--- src/rtl/sar_adc_mc_pkg.sv ---
// Shared definitions for the multi-channel SAR ADC controller:
// FSM encodings and constant helpers used to size counters and build the midscale code.
package sar_adc_pkg;

    typedef enum logic [1:0] {
        IDLE = 2'd0,
        MUX  = 2'd1,
        CONV = 2'd2
    } state_t;

    function automatic int clog2(input int value);
        int r;
        r = 0;
        while ((1 << r) < value) r++;
        return r;
    endfunction

    // Single 1 in the MSB position of a w-bit code; callers truncate to their width.
    function automatic logic [31:0] midscale(input int w);
        return 32'h1 << (w - 1);
    endfunction

endpackage

--- src/rtl/sar_adc_mc_if.sv ---
// Bundles the analog-side controls and the result holding-register handshake of sar_adc_mc.
interface sar_adc_mc_if #(
    parameter int ADC_WIDTH = 8,
    parameter int CH_NUM    = 4,
    parameter int CH_W      = 2
);
    logic                 cmp;
    logic                 start;
    logic                 scan_en;
    logic [CH_NUM-1:0]    ch_mask;
    logic [CH_W-1:0]      mux_sel;
    logic [ADC_WIDTH-1:0] DACF;
    logic                 busy;
    logic                 eoc;
    // Result transfer: a result is consumed on any clock edge where dout_valid & dout_ready;
    // dout/dout_ch stay stable while valid is held, except when a newer result overwrites them.
    logic [ADC_WIDTH-1:0] dout;
    logic [CH_W-1:0]      dout_ch;
    logic                 dout_valid;
    logic                 dout_ready;
    logic                 ovr;
    logic [1:0]           dbg_state;

    modport master (
        input  cmp, start, scan_en, ch_mask, dout_ready,
        output mux_sel, DACF, busy, eoc, dout, dout_ch, dout_valid, ovr, dbg_state
    );

    modport slave (
        output cmp, start, scan_en, ch_mask, dout_ready,
        input  mux_sel, DACF, busy, eoc, dout, dout_ch, dout_valid, ovr, dbg_state
    );
endinterface

--- src/rtl/sar_adc_mc_rr_pick.sv ---
// Combinational channel finder: next set mask bit strictly above i_cur, and the lowest set bit.
module sar_rr_pick #(
    parameter int CH_NUM = 4,
    parameter int CH_W   = 2
) (
    input  logic [CH_NUM-1:0] i_mask,
    input  logic [CH_W-1:0]   i_cur,
    output logic [CH_W-1:0]   o_nxt,
    output logic              o_found,
    output logic [CH_W-1:0]   o_lowest
);
    always_comb begin
        o_nxt    = '0;
        o_found  = 1'b0;
        o_lowest = '0;
        // Scanning downward leaves the smallest qualifying index as the final assignment.
        for (int i = CH_NUM - 1; i >= 0; i--) begin
            if (i_mask[i]) begin
                o_lowest = CH_W'(i);
                if (i > int'(i_cur)) begin
                    o_found = 1'b1;
                    o_nxt   = CH_W'(i);
                end
            end
        end
    end
endmodule

--- src/rtl/sar_adc_mc.sv ---
// Multi-channel SAR ADC controller: sweeps masked channels through mux settle and
// bit-by-bit binary search, delivering results through a valid/ready holding register.
module sar_adc_mc
    import sar_adc_pkg::*;
#(
    parameter int ADC_WIDTH  = 8,
    parameter int CH_NUM     = 4,
    parameter int CH_W       = 2,
    parameter int SETTLE     = 1,
    parameter int MUX_SETTLE = 2
) (
    input  logic          clk,
    input  logic          rst_n,
    sar_adc_mc_if.master  bus
);
    localparam int CNT_MAX = (SETTLE > MUX_SETTLE) ? SETTLE : MUX_SETTLE;
    localparam int CNT_W   = clog2(CNT_MAX + 1);
    localparam int BIT_W   = clog2(ADC_WIDTH);
    localparam logic [ADC_WIDTH-1:0] MIDSCALE = ADC_WIDTH'(midscale(ADC_WIDTH));

    state_t               r_state, w_state_nxt;
    logic                 r_start;
    logic [CNT_W-1:0]     r_cnt, w_cnt_nxt;
    logic [BIT_W-1:0]     r_bit, w_bit_nxt;
    logic [CH_NUM-1:0]    r_mask, w_mask_nxt;
    logic [CH_W-1:0]      r_mux_sel, w_mux_nxt;
    logic [ADC_WIDTH-1:0] r_dacf, w_dacf_nxt;
    logic [ADC_WIDTH-1:0] r_dout, w_res;
    logic [CH_W-1:0]      r_dout_ch;
    logic                 r_valid, r_eoc, r_ovr, w_eoc_nxt, w_res_wr;
    logic                 w_start_e, w_first_any, w_nxt_found;
    logic [CH_W-1:0]      w_nxt_ch, w_first_ch, w_unused_lowest, w_unused_nxt;
    logic                 w_unused_found;

    assign w_start_e   = bus.start & ~r_start;
    assign w_first_any = |bus.ch_mask;

    sar_rr_pick #(.CH_NUM(CH_NUM), .CH_W(CH_W)) u_pick_next (
        .i_mask(r_mask), .i_cur(r_mux_sel),
        .o_nxt(w_nxt_ch), .o_found(w_nxt_found), .o_lowest(w_unused_lowest)
    );

    sar_rr_pick #(.CH_NUM(CH_NUM), .CH_W(CH_W)) u_pick_first (
        .i_mask(bus.ch_mask), .i_cur('0),
        .o_nxt(w_unused_nxt), .o_found(w_unused_found), .o_lowest(w_first_ch)
    );

    always_comb begin
        w_state_nxt = r_state;
        w_cnt_nxt   = r_cnt;
        w_bit_nxt   = r_bit;
        w_mask_nxt  = r_mask;
        w_mux_nxt   = r_mux_sel;
        w_dacf_nxt  = r_dacf;
        w_eoc_nxt   = 1'b0;
        w_res_wr    = 1'b0;
        w_res       = {r_dacf[ADC_WIDTH-1:1], bus.cmp};
        case (r_state)
            IDLE: begin
                w_dacf_nxt = MIDSCALE;
                if (w_start_e && w_first_any) begin
                    w_mask_nxt  = bus.ch_mask;
                    w_mux_nxt   = w_first_ch;
                    w_cnt_nxt   = '0;
                    w_state_nxt = MUX;
                end
            end
            MUX: begin
                w_dacf_nxt = MIDSCALE;
                if (r_cnt == CNT_W'(MUX_SETTLE - 1)) begin
                    w_cnt_nxt   = '0;
                    w_bit_nxt   = BIT_W'(ADC_WIDTH - 1);
                    w_state_nxt = CONV;
                end else begin
                    w_cnt_nxt = r_cnt + CNT_W'(1);
                end
            end
            CONV: begin
                if (r_cnt != CNT_W'(SETTLE - 1)) begin
                    w_cnt_nxt = r_cnt + CNT_W'(1);
                end else if (r_bit != '0) begin
                    w_cnt_nxt                       = '0;
                    w_dacf_nxt[r_bit]               = bus.cmp;
                    w_dacf_nxt[r_bit - BIT_W'(1)]   = 1'b1;
                    w_bit_nxt                       = r_bit - BIT_W'(1);
                end else begin
                    // Last bit decided: store the result and pick what follows it.
                    w_cnt_nxt  = '0;
                    w_res_wr   = 1'b1;
                    w_dacf_nxt = MIDSCALE;
                    if (w_nxt_found) begin
                        w_mux_nxt   = w_nxt_ch;
                        w_state_nxt = MUX;
                    end else begin
                        w_eoc_nxt = 1'b1;
                        if (bus.scan_en && w_first_any) begin
                            w_mask_nxt  = bus.ch_mask;
                            w_mux_nxt   = w_first_ch;
                            w_state_nxt = MUX;
                        end else begin
                            w_state_nxt = IDLE;
                        end
                    end
                end
            end
            default: w_state_nxt = IDLE;
        endcase
    end

    always_ff @(posedge clk or negedge rst_n) begin
        if (!rst_n) begin
            r_state   <= IDLE;
            r_start   <= 1'b0;
            r_cnt     <= '0;
            r_bit     <= '0;
            r_mask    <= '0;
            r_mux_sel <= '0;
            r_dacf    <= '0;
            r_eoc     <= 1'b0;
        end else begin
            r_state   <= w_state_nxt;
            r_start   <= bus.start;
            r_cnt     <= w_cnt_nxt;
            r_bit     <= w_bit_nxt;
            r_mask    <= w_mask_nxt;
            r_mux_sel <= w_mux_nxt;
            r_dacf    <= w_dacf_nxt;
            r_eoc     <= w_eoc_nxt;
        end
    end

    // A fresh result always wins over a same-cycle handshake; only an unread result counts as overrun.
    always_ff @(posedge clk or negedge rst_n) begin
        if (!rst_n) begin
            r_dout    <= '0;
            r_dout_ch <= '0;
            r_valid   <= 1'b0;
            r_ovr     <= 1'b0;
        end else if (w_res_wr) begin
            r_dout    <= w_res;
            r_dout_ch <= r_mux_sel;
            r_valid   <= 1'b1;
            r_ovr     <= r_valid & ~bus.dout_ready;
        end else begin
            r_ovr <= 1'b0;
            if (r_valid && bus.dout_ready) r_valid <= 1'b0;
        end
    end

    assign bus.mux_sel    = r_mux_sel;
    assign bus.DACF       = r_dacf;
    assign bus.busy       = (r_state != IDLE);
    assign bus.eoc        = r_eoc;
    assign bus.dout       = r_dout;
    assign bus.dout_ch    = r_dout_ch;
    assign bus.dout_valid = r_valid;
    assign bus.ovr        = r_ovr;
    assign bus.dbg_state  = r_state;
endmodule

--- src/flat_wrapper.sv ---
// flat-port wrapper written by rule: the top's interface ports become plain ports
module sar_adc_mc_flat import sar_adc_pkg::*;
#(
    parameter int ADC_WIDTH  = 8,
    parameter int CH_NUM     = 4,
    parameter int CH_W       = 2,
    parameter int SETTLE     = 1,
    parameter int MUX_SETTLE = 2
)
  (clk, rst_n, bus_cmp, bus_start, bus_scan_en, bus_ch_mask, bus_dout_ready, bus_mux_sel, bus_DACF, bus_busy, bus_eoc, bus_dout, bus_dout_ch, bus_dout_valid, bus_ovr, bus_dbg_state);
  sar_adc_mc_if #(.ADC_WIDTH(ADC_WIDTH), .CH_NUM(CH_NUM), .CH_W(CH_W)) bus_i ();
  input  logic clk;
  input  logic rst_n;
  input wire logic [$bits(bus_i.cmp)-1:0] bus_cmp;
  input wire logic [$bits(bus_i.start)-1:0] bus_start;
  input wire logic [$bits(bus_i.scan_en)-1:0] bus_scan_en;
  input wire logic [$bits(bus_i.ch_mask)-1:0] bus_ch_mask;
  input wire logic [$bits(bus_i.dout_ready)-1:0] bus_dout_ready;
  output wire logic [$bits(bus_i.mux_sel)-1:0] bus_mux_sel;
  output wire logic [$bits(bus_i.DACF)-1:0] bus_DACF;
  output wire logic [$bits(bus_i.busy)-1:0] bus_busy;
  output wire logic [$bits(bus_i.eoc)-1:0] bus_eoc;
  output wire logic [$bits(bus_i.dout)-1:0] bus_dout;
  output wire logic [$bits(bus_i.dout_ch)-1:0] bus_dout_ch;
  output wire logic [$bits(bus_i.dout_valid)-1:0] bus_dout_valid;
  output wire logic [$bits(bus_i.ovr)-1:0] bus_ovr;
  output wire logic [$bits(bus_i.dbg_state)-1:0] bus_dbg_state;
  assign bus_i.cmp = bus_cmp;
  assign bus_i.start = bus_start;
  assign bus_i.scan_en = bus_scan_en;
  assign bus_i.ch_mask = bus_ch_mask;
  assign bus_i.dout_ready = bus_dout_ready;
  assign bus_mux_sel = bus_i.mux_sel;
  assign bus_DACF = bus_i.DACF;
  assign bus_busy = bus_i.busy;
  assign bus_eoc = bus_i.eoc;
  assign bus_dout = bus_i.dout;
  assign bus_dout_ch = bus_i.dout_ch;
  assign bus_dout_valid = bus_i.dout_valid;
  assign bus_ovr = bus_i.ovr;
  assign bus_dbg_state = bus_i.dbg_state;
  sar_adc_mc #(.ADC_WIDTH(ADC_WIDTH), .CH_NUM(CH_NUM), .CH_W(CH_W), .SETTLE(SETTLE), .MUX_SETTLE(MUX_SETTLE)) u_core (.clk(clk), .rst_n(rst_n), .bus(bus_i));
endmodule
--- config.mk ---
export PLATFORM = sky130hd
export DESIGN_NAME = sar_adc_mc_flat
export DESIGN_NICKNAME = d
export VERILOG_FILES = /design/src/rtl/sar_adc_mc_pkg.sv /design/src/rtl/sar_adc_mc_if.sv /design/src/rtl/sar_adc_mc_rr_pick.sv /design/src/rtl/sar_adc_mc.sv /design/src/flat_wrapper.sv
export SDC_FILE = /design/constraint.sdc
export NUM_CORES = 1
export LEC_CHECK = 0
export CAP_MARGIN = 20
export CORE_MARGIN = 2
export CORE_UTILIZATION = 45
export CTS_CLUSTER_DIAMETER = 100
export DETAILED_ROUTE_END_ITERATION = 6
export HOLD_SLACK_MARGIN = 0.06
export MAX_ROUTING_LAYER = met4
export PLACE_DENSITY = 0.7
export SYNTH_ARGS = -nofsm -noshare
export SYNTH_HDL_FRONTEND = slang
export SYNTH_SLANG_ARGS = --single-unit
--- constraint.sdc ---
create_clock -name clk -period 5.39 [get_ports clk]
set_input_delay 1.078 -clock clk [delete_from_list [all_inputs] [get_ports clk]]
set_output_delay 1.078 -clock clk [all_outputs]
set_load 0.02 [all_outputs]
Word level (Yosys, flattened, before mapping)
Index checks and enable logic that the tools add are counted.
{"block": "totals", "ff_bits": 35, "latchBits": 0, "ramBits": 0, "rom_bits": 0, "input_bits": 10, "output_inout_bits": 26, "wordCells": 120, "n_memories": 0}
{"block": "classes", "n_addsub": 2, "multipliers": 0, "div": 0, "order_cmp": 7, "n_eq_ne": 11, "shifts": 0, "mux": 61, "bitwise_logic": 5, "n_reduce_logical": 22}
{"op": "$mux W2", "n": 23}
{"op": "$mux W4", "n": 5}
{"op": "$mux W1", "n": 19}
{"op": "$mux W8", "n": 2}
{"op": "$pmux W8 S2", "n": 1}
{"op": "$pmux W2 S3", "n": 2}
{"op": "$reduce_bool A2 Y1", "n": 6}
{"op": "$mux W3", "n": 3}
{"op": "$bwmux W8", "n": 1}
{"op": "$lt A3 B4 Y1 const B", "n": 2}
{"op": "$ne A2 B1 Y1 const B", "n": 4}
{"op": "$or A8 B8 Y8", "n": 1}
{"op": "$pmux W4 S2", "n": 1}
{"op": "$reduce_and A4 Y1", "n": 2}
{"op": "$demux W1 S3", "n": 2}
{"op": "$ge A3 B1 Y1 const B", "n": 2}
{"op": "$ne A2 B2 Y1 const B", "n": 3}
{"op": "$pmux W3 S2", "n": 1}
{"op": "$reduce_and A6 Y1", "n": 1}
{"op": "$reduce_bool A3 Y1", "n": 2}
{"op": "$logic_and A1 B1 Y1", "n": 5}
{"op": "$reduce_and A5 Y1", "n": 1}
{"op": "$eq A2 B1 Y1 const B", "n": 2}
{"op": "$gt A2 B2 Y1 const A", "n": 2}
{"op": "other kinds (12)", "n": 15}

Depth between registers and ports, before layout
Gate-level depths: netlist (run 1).
{"block": "logic_depth", "depth_word": 11, "mapped_depth": 8, "mapped_depth_nobuf": 7}

By module
From an unflattened synthesis (run 1), not the netlist that was laid out.
{"block": "hier_totals", "hier_cells": 209, "area_unflattened_um2": 2110.8}
{"mod": "sar_adc_mc", "n_inst": 1, "cells_each": 181, "area_per_inst_um2": 1930.6, "seq_area_each_um2": 875.8}
{"mod": "sar_rr_pick at u_core.u_pick_first", "n_inst": 1, "cells_each": 14, "area_per_inst_um2": 100.1, "seq_area_each_um2": 0.0}
{"mod": "sar_rr_pick at u_core.u_pick_next", "n_inst": 1, "cells_each": 14, "area_per_inst_um2": 80.1, "seq_area_each_um2": 0.0}

Worst setup path before layout (run 1)
Ideal clock, no wire load.
{"block": "synth_timing", "path_kind": "input-to-reg", "from": "in bus_ch_mask[0]", "to": "reg u_core.r_mask[1]", "setup_ps": 125, "t_arrival_ps": 2108, "required_time_ps": 5265, "setup_slack_ps": 3157, "cell_stages": 5, "path_buffers": 0, "cell_sequence": "nor4_4 -> o21ai_2 -> a21boi_4 -> nand3_1 -> mux2_2"}
{"block": "synth_via", "elab_chain_len": 4, "elab_cells_between_ends": 6, "cone_classes": "eq/ne (2); reduce/logical (4)"}
{"item": "from (decl)", "line": "flat_wrapper.sv:17", "source": "input wire logic [$bits(bus_i.ch_mask)-1:0] bus_ch_mask;"}
{"item": "$reduce_or A4 Y1 (*)", "line": "sar_adc_mc.sv:36", "source": "assign w_first_any = |bus.ch_mask;"}
{"item": "$logic_and A1 B1 Y1 (on tied branches)", "line": "sar_adc_mc.sv:96, sar_adc_mc.sv:61"}
{"item": "$ne A2 B1 Y1 (no line)"}
{"item": "$reduce_and A6 Y1 (no line) (*)"}
{"item": "to (signal assigned)", "line": "sar_adc_mc.sv:125", "source": "r_mask <= w_mask_nxt;"}
{"item": "to (decl)", "line": "sar_adc_mc.sv:25", "source": "logic [CH_NUM-1:0] r_mask, w_mask_nxt;"}
Every way passes the cells marked *; elsewhere a longest branch is shown, timed or not.
A chain may end at the register's enable or synchronous reset.

Worst setup path in the final report (run 1)
{"block": "layout_timing", "from": "reg u_core.r_state[0], in the netlist u_core.bus.dbg_state[0]", "to": "out bus_busy"}
{"block": "layout_via", "elab_chain_len": 1}
{"item": "from (decl)", "line": "sar_adc_mc.sv:21", "source": "state_t r_state, w_state_nxt;"}
{"item": "from (signal assigned)", "line": "sar_adc_mc.sv:121", "source": "r_state <= w_state_nxt;"}
{"item": "$reduce_bool A2 Y1", "line": "sar_adc_mc.sv:152", "source": "assign bus.busy = (r_state != IDLE);"}
{"item": "to (decl)", "line": "flat_wrapper.sv:21", "source": "output wire logic [$bits(bus_i.busy)-1:0] bus_busy;"}
Every way passes these cells.

==> flow_summary.rst, run 1 <==
.. list-table::
   :header-rows: 1

   * - Metric
     - Value
   * - Result of the run
     - finished, final reports clean
   * - Avg WL per Cell
     - 13.6 microns
   * - Worst Clk Skew
     - 3.32 ps
   * - Fraction of power spent switching nets
     - 40.9%
   * - Warning count from the yosys run
     - 0
   * - Fraction of power consumed by sequential logic
     - 34.4%
   * - Max Cap Viol
     - 0
   * - Start of the worst register-to-register path
     - u_core.bus.dbg_state[0]$_DFFE_PN0P_
   * - First-pass iteration count of the detailed router
     - 4
   * - Global placer's final weighted congestion
     - 0.781
   * - Worst-case register-to-register setup slack
     - 3020 ps
   * - Share of cells above drive strength 1
     - 11.0%
   * - Setup TNS Final
     - 0 ps
   * - H-tree lvl count
     - 2
   * - Clock insertion delay at the later pin of the skew report
     - 280 ps
   * - Vertical die dimension
     - 69.6 microns
   * - Number of buffers on the longest clock path
     - 2
   * - Largest net degree at the start of global routing
     - 35
   * - Worst-case vdd ir drop
     - 0.322 mV
   * - Met2 capacity usage during global routing
     - 27.6%
   * - Power density cells
     - 434 mW/mm^2
   * - Wire length of the first global-routing pass
     - 7040 microns
   * - Net total in the final layout
     - 255
   * - Kind of start point of the critical path
     - flip-flop
   * - Headroom to the max-slew limit
     - 60.8%
   * - Sequential cell area
     - 851 sq um
   * - Most heavily used metal layer in global routing
     - met2
   * - Final period utilization
     - 54.4%
   * - Final number of max-transition violations
     - 0
   * - Tightest Hold Check Type
     - flip-flop to flip-flop
   * - Timing endpoint of the critical path
     - bus_busy
   * - GR met3 Demand/Resource
     - 3.20%
   * - Total grt overflow
     - 0
   * - Number of core rows
     - 23
   * - Worst slack at placement
     - 2510 ps
   * - Via count of the first global-routing pass
     - 1494
   * - Top-Level Pins
     - 36
   * - Post-Syn Instances
     - 197
   * - Via-per-instance ratio
     - 5.49
   * - Final worst setup slack
     - 2460 ps
   * - Synthesized area per cell
     - 9.84 sq um
   * - Growth of design area from synthesis to finish
     - 24.9%
   * - Total die area
     - 0.00485 sq mm
   * - Worst reg2reg path endpoint
     - u_core.bus.DACF[7]$_DFFE_PN0P_
   * - Resize count post-CTS
     - 0
   * - FFs w/ async S/R, synth
     - 100%
   * - Unrepaired setup endpoints after global routing
     - false
   * - Cts hold-fix bufs
     - 0
   * - Grt met1 use
     - 25.3%
   * - Comb power frac
     - 47.4%
   * - Fillers
     - 387
   * - Initial Util
     - 47.4%
   * - Final hold vios
     - 0
   * - Depth of the most critical reg-to-reg path
     - 6
   * - Number of buffers added by the clock tree synthesis step
     - 5
   * - Setup repair bufs after CTS
     - 0
   * - Slew of the pin with the lowest slew margin
     - 585 ps
   * - EDFF count, synth
     - 0
   * - Final Setup Violations
     - 0
   * - Post-DP HPWL
     - 2830 microns
   * - Worst path required time
     - 4310 ps
   * - CTS tree
     - built
   * - Synth Register Bits
     - 34
   * - Cell variety after synth
     - 41
   * - Core outline area
     - 0.00409 sq mm
   * - Register clock-pin slew on the reported worst setup and hold paths
     - 70 ps
   * - TritonCTS sink count
     - 34
   * - CP Data Arrival Time
     - 1860 ps
   * - Leak pwr
     - 0.00108 uW
   * - Buffers on Ports
     - 35
   * - Post-Route WL
     - 3900 microns
   * - Sort of element at the end of the critical path
     - output port
   * - Gr usage total
     - 18.3%
   * - Crit path kind
     - flip-flop to output port
   * - Total area of multi-input combinational cells
     - 0.00100 sq mm
   * - Antenna violations before repair
     - 0
   * - DRC viols
     - 0
   * - Net Count, Synth
     - 217
   * - Overall die width
     - 69.6 microns
   * - Leading cell types in the layout, fill and taps excluded
     - sky130_fd_sc_hd__clkdlybuf4s50_1, sky130_fd_sc_hd__dfrtp_1, sky130_fd_sc_hd__o21ai_0, sky130_fd_sc_hd__a21oi_1
   * - Post-layout min period
     - 2930 ps
   * - Mapped Area
     - 0.00194 sq mm
   * - Number of DRC markers after the initial detailed-route iteration
     - 86
   * - Share of the yosys chip area belonging to registers
     - 43.9%
   * - Switching power
     - 430 uW
   * - Final ANT Viol Nets
     - 0
   * - Maximum fanout count along the critical path
     - 6
   * - Clock network fraction of total power
     - 18.3%
   * - Root buffer cell
     - sky130_fd_sc_hd__clkbuf_8
   * - Leading cell type in the layout, fill and taps excluded
     - sky130_fd_sc_hd__clkdlybuf4s50_1
   * - Peak Freq
     - 0.341 GHz
   * - Internal portion of total power
     - 621 uW
   * - Via count
     - 1569
   * - Diode count
     - 0
   * - Top FF cell, synth
     - sky130_fd_sc_hd__dfrtp_1
   * - Crit path launch
     - u_core.bus.dbg_state[0]$_DFFE_PN0P_
==> layout make-up <==
cell class                      count  area share [%]
Clock inverter                      1           0.207
Clock buffer                        7            3.57
Inverter                           15            2.33
Tap cell                           50            2.59
Multi-Input combinational cell    143            41.4
Sequential cell                    34            35.2
Timing Repair Buffer               36            14.8
==> stage by stage <==
step                cell area, sq um  instances  utilization [%]  hold WS, ps  power, uW
CTS                             2420        286             59.2          488       1050
global route                    2420        286             59.2          533       1130
detailed placement              2330        278             57.0          472        857
floorplan                       1940        197                -          503        717
finish                          2420        286             59.2          485       1050
global placement                2330        278             57.0          462        849
==> sequential cells by signal, indices dropped and copies added, names as in the netlist <==
register	count
u_core.bus.DACF	8
u_core.bus.dbg_state	2
u_core.bus.dout	8
u_core.bus.dout_ch	2
u_core.bus.dout_valid	1
u_core.bus.eoc	1
u_core.bus.mux_sel	2
u_core.bus.ovr	1
u_core.r_bit	3
u_core.r_cnt	2
u_core.r_mask	3
u_core.r_start	1
==> power by group through the flow <==
stage / clock, uW / combinational (uW) / sequential, uW
CTS: 197 / 495 / 361
global route: 210 / 553 / 371
finish: 192 / 498 / 361
global placement: 0 / 484 / 364
floorplan: 0 / 351 / 366
detailed placement: 0 / 492 / 365
==> per-layer routing <==
metal	up-vias	share of wire (%)
li1	779	-
met4	0	1.2
met5	-	0
met2	43	45
met3	5	5.2
met1	742	49
==> cells in the mapped netlist (all sizes together), types with 2 or more instances <==
cell	number	area share [%]
nor3	5	1.3
o21ai	23	6.3
a31oi	4	1.3
a21oi	17	4.4
ha	10	6.5
a22o	7	3.2
dfrtp	34	44
nand3	3	0.77
nand2	15	2.9
nor2	13	2.5
inv	15	2.9
o211ai	2	0.77
and2	2	0.65
nand2b	9	2.9
clkbuf	4	1.3
mux2	12	7.2
==> critical path: stages, from the launching register on <==
cell	delay [ps]
sky130_fd_sc_hd__dfrtp_1	400
sky130_fd_sc_hd__inv_1	100
sky130_fd_sc_hd__ha_1	280
sky130_fd_sc_hd__inv_1	180
sky130_fd_sc_hd__clkdlybuf4s50_1	630
==> cell families (layout without fill, tap and decap cells) <==
logic type | Yosys count | in the layout | share of synthesized area, %
AO/OA/AOI/OAI | 64 | 64 | 21.4
XOR/XNOR | 1 | 1 | 0.452
adder cells (fa/ha/maj) | 10 | 10 | 6.46
buffers and inverters | 20 | 59 | 4.45
flip-flops | 34 | 34 | 43.9
multiplexers | 13 | 13 | 7.68
AND/OR/NAND/NOR | 55 | 55 | 15.7
==> how the worst min path moves through the flow <==
| stage | cells past startpoint | from | end | slack (ps) |
|---|---|---|---|---|
| global placement | 2 | u_core.bus.dout[0]$_DFFE_PN0P_ | u_core.bus.dout[0]$_DFFE_PN0P_ | 460 |
| CTS | 2 | u_core.bus.dout_ch[1]$_DFFE_PN0P_ | u_core.bus.dout_ch[1]$_DFFE_PN0P_ | 490 |
| finish | 2 | u_core.bus.dout_ch[1]$_DFFE_PN0P_ | u_core.bus.dout_ch[1]$_DFFE_PN0P_ | 480 |
| global route | 1 | u_core.bus.dout[2]$_DFFE_PN0P_ | u_core.bus.dout[2]$_DFFE_PN0P_ | 530 |
| floorplan | 1 | u_core.r_mask[1]$_DFFE_PN0P_ | u_core.r_mask[1]$_DFFE_PN0P_ | 500 |
| detailed placement | 2 | u_core.bus.dout_ch[1]$_DFFE_PN0P_ | u_core.bus.dout_ch[1]$_DFFE_PN0P_ | 470 |
(Power assumes the default switching activity.)
==> inputs of run 2 (changes only) <==
clock period = 3.05 ns   (was 5.39 ns; I/O delays follow)
==> flow_summary.rst, run 2 (synthesis results as in run 1) <==
.. list-table::
   :header-rows: 1

   * - Metric
     - Value
   * - Result of the run
     - finished, final reports clean (unchanged)
   * - Max Cap Viol
     - 0 (unchanged)
   * - Diode count
     - 0 (unchanged)
   * - Worst path required time
     - 2440 ps (was 4310 ps)
   * - Buffers on Ports
     - 35 (unchanged)
   * - Leading cell types in the layout, fill and taps excluded
     - sky130_fd_sc_hd__clkdlybuf4s50_1, sky130_fd_sc_hd__dfrtp_1, sky130_fd_sc_hd__o21ai_0, sky130_fd_sc_hd__a21oi_1 (unchanged)
   * - Root buffer cell
     - sky130_fd_sc_hd__clkbuf_8 (unchanged)
   * - Final number of max-transition violations
     - 0 (unchanged)
   * - First-pass iteration count of the detailed router
     - 4 (unchanged)
   * - Clock network fraction of total power
     - 18.4% (was 18.3%)
   * - Net total in the final layout
     - 257 (was 255)
   * - Overall die width
     - 69.6 microns (unchanged)
   * - Total Power
     - 1870 uW (was 1050 uW)
   * - Most common cell on crit path
     - sky130_fd_sc_hd__inv_1 (unchanged)
   * - Avg WL per Cell
     - 13.4 microns (was 13.6 microns)
   * - Worst slack at placement
     - 613 ps (was 2510 ps)
   * - Final period utilization
     - 80.5%
   * - Clock insertion delay at the later pin of the skew report
     - 280 ps (about the same)
   * - Unrepaired setup endpoints after global routing
     - false (unchanged)
   * - Switching power
     - 761 uW (was 430 uW)
   * - Largest net degree at the start of global routing
     - 35 (unchanged)
   * - Total die area
     - 0.00485 sq mm (unchanged)
   * - Number of DRC markers after the initial detailed-route iteration
     - 78 (was 86)
   * - Placed Instances
     - 280 (was 278)
   * - Post-Route WL
     - 3860 microns (was 3900 microns)
   * - CP Data Arrival Time
     - 1840 ps (was 1860 ps)
   * - Peak Freq
     - 0.408 GHz
   * - Sort of element at the end of the critical path
     - output port (unchanged)
   * - Internal portion of total power
     - 1110 uW (was 621 uW)
   * - Growth of design area from synthesis to finish
     - 25.8% (was 24.9%)
   * - Core outline area
     - 0.00409 sq mm (unchanged)
   * - CTS tree
     - built (unchanged)
   * - Final worst setup slack
     - 596 ps (was 2460 ps)
   * - Final ANT Viol Nets
     - 0 (unchanged)
   * - Setup repair bufs after CTS
     - 0 (unchanged)
   * - Maximum fanout count along the critical path
     - 6 (unchanged)
   * - Antenna violations before repair
     - 0 (unchanged)
   * - Power density cells
     - 766 mW/mm^2 (was 434 mW/mm^2)
   * - Leading cell type in the layout, fill and taps excluded
     - sky130_fd_sc_hd__clkdlybuf4s50_1 (unchanged)
   * - Filler-free cell count of the finished design
     - 288 (was 286)
   * - Crit path kind
     - flip-flop to output port (unchanged)
   * - Via count of the first global-routing pass
     - 1528 (was 1494)
   * - List of cells traversed by the critical path
     - inv_1 > ha_1 > inv_1 > clkdlybuf4s50_1 (unchanged)
   * - Slew of the pin with the lowest slew margin
     - 583 ps (was 585 ps)
   * - Final hold vios
     - 0 (unchanged)
   * - Setup TNS Final
     - 0 ps (unchanged)
   * - Share of cells above drive strength 1
     - 12.2% (was 11.0%)
   * - Total grt overflow
     - 0 (unchanged)
   * - TritonCTS sink count
     - 34 (unchanged)
   * - Leak pwr
     - 0.00109 uW (was 0.00108 uW)
   * - Fraction of power spent switching nets
     - 40.7% (was 40.9%)
   * - Initial Util
     - 47.4% (unchanged)
   * - Resize count post-CTS
     - 0 (unchanged)
   * - Min Hold Slack
     - 478 ps (was 485 ps)
   * - Critical path's largest stage delay
     - 630 ps (about the same)
   * - Wire length of the first global-routing pass
     - 6910 microns (was 7040 microns)
   * - Global placer's final weighted congestion
     - 0.811 (was 0.781)
   * - Via-per-instance ratio
     - 5.37 (was 5.49)
   * - Gr usage total
     - 18.0% (was 18.3%)
   * - Kind of start point of the critical path
     - flip-flop (unchanged)
   * - Number of buffers on the longest clock path
     - 2 (unchanged)
   * - Total buffers and inverters traversed by the critical path
     - 3 (unchanged)
   * - Number of buffers added by the clock tree synthesis step
     - 5 (unchanged)
   * - Top-Level Pins
     - 36 (unchanged)
   * - Cts hold-fix bufs
     - 0 (unchanged)
   * - Worst-case vdd ir drop
     - 0.705 mV (was 0.322 mV)
   * - Post-layout min period
     - 2450 ps
   * - Fraction of power consumed by sequential logic
     - 32.7% (was 34.4%)
   * - H-tree lvl count
     - 2 (unchanged)
   * - DRC viols
     - 0 (unchanged)
   * - Via count
     - 1546 (was 1569)
   * - Tightest Hold Check Type
     - flip-flop to flip-flop (unchanged)
   * - Final Setup Violations
     - 0 (unchanged)
   * - Cell family contributing the most delay on the critical path
     - buffers and inverters (unchanged)
   * - Headroom to the max-slew limit
     - 61.0% (was 60.8%)
   * - Vertical die dimension
     - 69.6 microns (unchanged)
   * - Worst Clk Skew
     - 4.30 ps (was 3.32 ps)
   * - Comb power frac
     - 48.9% (was 47.4%)
   * - Library cell contributing the largest single delay on the critical path
     - sky130_fd_sc_hd__clkdlybuf4s50_1 (unchanged)
   * - Post-DP HPWL
     - 2840 microns (was 2830 microns)
   * - Fillers
     - 366 (was 387)
   * - Number of core rows
     - 23 (unchanged)
   * - Register clock-pin slew on the reported worst setup and hold paths
     - 70 ps (about the same)
[run 2: worst paths after layout]
path / start / endpoint / slack (ps) / cells past startpoint
setup / recovery: u_core.bus.dbg_state[0]$_DFFE_PN0P_ / bus_busy / 600 / 4
hold / removal: u_core.bus.dout[0]$_DFFE_PN0P_ / u_core.bus.dout[0]$_DFFE_PN0P_ / 480 / 2
setup reg to reg: u_core.r_cnt[0]$_DFFE_PN0P_ / u_core.bus.dout[6]$_DFFE_PN0P_ / 1140 / 5
hold reg to reg: u_core.bus.dout[0]$_DFFE_PN0P_ / u_core.bus.dout[0]$_DFFE_PN0P_ / 480 / 2
max in group asynchronous: rst_n / u_core.bus.eoc$_DFF_PN0_ / 2010 / 2
min in group asynchronous: rst_n / u_core.r_start$_DFF_PN0_ / 720 / 2
[run 2: final cells by class]
| cell class | count | area [sq um] | share of cell area, % |
|---|---|---|---|
| Multi-Input combinational cell | 143 | 1000 | 41.0 |
| Sequential cell | 34 | 851 | 34.9 |
| Timing Repair Buffer | 38 | 373 | 15.3 |
| Clock buffer | 6 | 82.6 | 3.39 |
| Tap cell | 50 | 62.6 | 2.57 |
| Inverter | 15 | 56.3 | 2.31 |
| Clock inverter | 2 | 12.5 | 0.513 |
[run 2: stage by stage]
step                util [%]  instance area (sq um)
detailed placement      57.3                   2340
floorplan                  -                   1940
finish                  59.7                   2440
global route            59.7                   2440
CTS                     59.7                   2440
global placement        57.3                   2340
[run 2: worst min-delay path, stage by stage (launching register included)]
cell and delay, ps:
sky130_fd_sc_hd__dfrtp_1 340, sky130_fd_sc_hd__nand2_1 50, sky130_fd_sc_hd__o21ai_0 60
[run 2: layer usage]
layer  GRT usage (%)  up-vias  share of wire [%]
met5               -        -                  0
met4            7.48        0                1.4
met3            2.91        5                3.9
met2            28.8       31                 45
met1            22.8      728                 50
li1                -      782                  -
[run 2: power by group through the flow]
| stage | clock network (uW) | logic, uW | registers, uW |
|---|---|---|---|
| floorplan | 0 | 620 | 646 |
| global placement | 0 | 899 | 616 |
| detailed placement | 0 | 907 | 619 |
| CTS | 361 | 911 | 611 |
| global route | 376 | 1010 | 627 |
| finish | 343 | 915 | 611 |
==> inputs of run 3 (changes only) <==
PLACE_DENSITY = 0.73   (was 0.7)
clock period = 2.2 ns   (was 3.05 ns; I/O delays follow)
==> flow_summary.rst, run 3 (synthesis results as in run 1) <==
.. list-table::
   :header-rows: 1

   * - Metric
     - Value
   * - Buffers on Ports
     - 35 (unchanged)
   * - Worst Clk Skew
     - 3.18 ps (was 4.30 ps)
   * - Leak pwr
     - 0.00112 uW (was 0.00109 uW)
   * - Net total in the final layout
     - 263 (was 257)
   * - Via count of the first global-routing pass
     - 1476 (was 1528)
   * - Post-layout min period
     - 1930 ps
   * - Worst path required time
     - 1760 ps (was 2440 ps)
   * - Peak Freq
     - 0.517 GHz
   * - Kind of start point of the critical path
     - flip-flop (unchanged)
   * - Tightest Hold Check Type
     - flip-flop to flip-flop (unchanged)
   * - Largest net degree at the start of global routing
     - 35 (unchanged)
   * - Leading cell types in the layout, fill and taps excluded
     - sky130_fd_sc_hd__clkdlybuf4s50_1, sky130_fd_sc_hd__dfrtp_1, sky130_fd_sc_hd__o21ai_0, sky130_fd_sc_hd__a21oi_1 (unchanged)
   * - Worst-case vdd ir drop
     - 0.827 mV (was 0.705 mV)
   * - Number of buffers on the longest clock path
     - 2 (unchanged)
   * - Diode count
     - 0 (unchanged)
   * - Final period utilization
     - 87.9%
   * - DRC viols
     - 0 (unchanged)
   * - Result of the run
     - finished, final reports clean (unchanged)
   * - Post-Route WL
     - 4040 microns (was 3860 microns)
   * - TritonCTS sink count
     - 34 (unchanged)
   * - Antenna violations before repair
     - 0 (unchanged)
   * - Max Cap Viol
     - 0 (unchanged)
   * - Final hold vios
     - 0 (unchanged)
   * - Gr usage total
     - 18.0% (about the same)
   * - Slew of the pin with the lowest slew margin
     - 436 ps (was 583 ps)
   * - Total die area
     - 0.00485 sq mm (unchanged)
   * - Unrepaired setup endpoints after global routing
     - false (unchanged)
   * - Global placer's final weighted congestion
     - 0.820 (was 0.811)
   * - Maximum fanout count along the critical path
     - 4 (was 6)
   * - CTS tree
     - built (unchanged)
   * - Avg WL per Cell
     - 13.7 microns (was 13.4 microns)
   * - Number of buffers added by the clock tree synthesis step
     - 5 (unchanged)
   * - Growth of design area from synthesis to finish
     - 28.7% (was 25.8%)
   * - CP Data Arrival Time
     - 1490 ps (was 1840 ps)
   * - Post-DP HPWL
     - 2890 microns (was 2840 microns)
   * - Register clock-pin slew on the reported worst setup and hold paths
     - 70 ps (about the same)
   * - Final Setup Violations
     - 0 (unchanged)
   * - Top-Level Pins
     - 36 (unchanged)
   * - Number of DRC markers after the initial detailed-route iteration
     - 84 (was 78)
   * - Final ANT Viol Nets
     - 0 (unchanged)
   * - Via-per-instance ratio
     - 5.34 (was 5.37)
   * - Overall die width
     - 69.6 microns (unchanged)
   * - Wire length of the first global-routing pass
     - 6880 microns (was 6910 microns)
   * - Final number of max-transition violations
     - 0 (unchanged)
   * - Number of core rows
     - 23 (unchanged)
   * - Vertical die dimension
     - 69.6 microns (unchanged)
   * - Share of cells above drive strength 1
     - 13.5% (was 12.2%)
   * - Clock insertion delay at the later pin of the skew report
     - 290 ps (was 280 ps)
   * - Core outline area
     - 0.00409 sq mm (unchanged)
   * - Initial Util
     - 47.4% (unchanged)
   * - H-tree lvl count
     - 2 (unchanged)
   * - Total grt overflow
     - 0 (unchanged)
   * - Crit path kind
     - flip-flop to output port (unchanged)
   * - Via count
     - 1569 (was 1546)
   * - Setup repair bufs after CTS
     - 0 (unchanged)
   * - Total Power
     - 2710 uW (was 1870 uW)
   * - Root buffer cell
     - sky130_fd_sc_hd__clkbuf_8 (unchanged)
   * - Power density cells
     - 1090 mW/mm^2 (was 766 mW/mm^2)
   * - Sort of element at the end of the critical path
     - output port (unchanged)
   * - First-pass iteration count of the detailed router
     - 4 (unchanged)
   * - Cts hold-fix bufs
     - 0 (unchanged)
   * - Headroom to the max-slew limit
     - 70.9% (was 61.0%)
   * - Setup TNS Final
     - 0 ps (unchanged)
## run 3: cell types whose count changed in the layout (fill, tap and decap cells not counted), sizes merged
cell	previous run	this run
clkdlybuf4s50	35	34
clkinvlp	1	0
buf	3	9
clkbuf	6	7
bufinv	0	1
clkinv	1	0
dlygate4sd2	0	1
## run 3: final cells by class
cell class,instances,area [sq um]
Fill cell,362,1590
Multi-Input combinational cell,143,1000
Sequential cell,34,851
Timing Repair Buffer,44,417
Clock buffer,7,76.3
Tap cell,50,62.6
Inverter,15,56.3
Clock inverter,1,30.0
## run 3: critical path, cell delays in order, from the launching register on
cell and delay [ps]:
sky130_fd_sc_hd__dfrtp_1 400, sky130_fd_sc_hd__inv_1 90, sky130_fd_sc_hd__ha_1 210, sky130_fd_sc_hd__inv_1 150, sky130_fd_sc_hd__dlygate4sd2_1 360
## run 3: metal layers
metal	global-route usage [%]	part of all wire, %	wire length [microns]	vias up
li1	-	-	-	795
met1	23.6	48	1950	742
met2	27.9	47	1890	27
met3	3.20	3.3	132	5
met4	7.05	1.8	71	0
met5	-	0	0	-
## run 3: worst paths after layout
| check | cells after the start | to | slack [ps] | start |
|---|---|---|---|---|
| setup / recovery | 4 | bus_busy | 270 | u_core.bus.dbg_state[0]$_DFFE_PN0P_ |
| hold / removal | 2 | u_core.bus.dout[0]$_DFFE_PN0P_ | 480 | u_core.bus.dout[0]$_DFFE_PN0P_ |
| setup reg to reg | 6 | u_core.bus.dout[7]$_DFFE_PN0P_ | 360 | u_core.r_cnt[0]$_DFFE_PN0P_ |
| max in group asynchronous | 2 | u_core.bus.dout[4]$_DFFE_PN0P_ | 1330 | rst_n |
| min in group asynchronous | 2 | u_core.r_cnt[1]$_DFFE_PN0P_ | 560 | rst_n |
| hold reg to reg | 2 | u_core.bus.dout[0]$_DFFE_PN0P_ | 480 | u_core.bus.dout[0]$_DFFE_PN0P_ |
## run 3: power breakdown
part / internal (uW) / leakage [uW] / switching (uW) / total (uW)
Combinational: 574 / 0.000651 / 724 / 1300
Sequential: 733 / 0.000420 / 116 / 850
Clock: 339 / 0.0000524 / 224 / 562
Total: 1650 / 0.00112 / 1060 / 2710
## run 3: timing repair
item / CTS / global route
setup endpoints to repair: 1 / 0
hold endpoints to repair: 0 / 0
gates resized for setup: 1 / 0
## run 3: through the flow
| step | cells | worst slack, ps | utilization (%) | instance area, sq um | hold slack, ps |
|---|---|---|---|---|---|
| after floorplan | 197 | 263 | - | 1940 | 144 |
| final | 294 | 266 | 61.0 | 2490 | 483 |
| after CTS | 294 | 242 | 61.0 | 2490 | 491 |
| after global routing | 294 | 179 | 61.0 | 2490 | 502 |
| after global placement | 286 | 70.2 | 58.5 | 2390 | 460 |
| after detailed placement | 286 | 50.6 | 58.5 | 2390 | 475 |
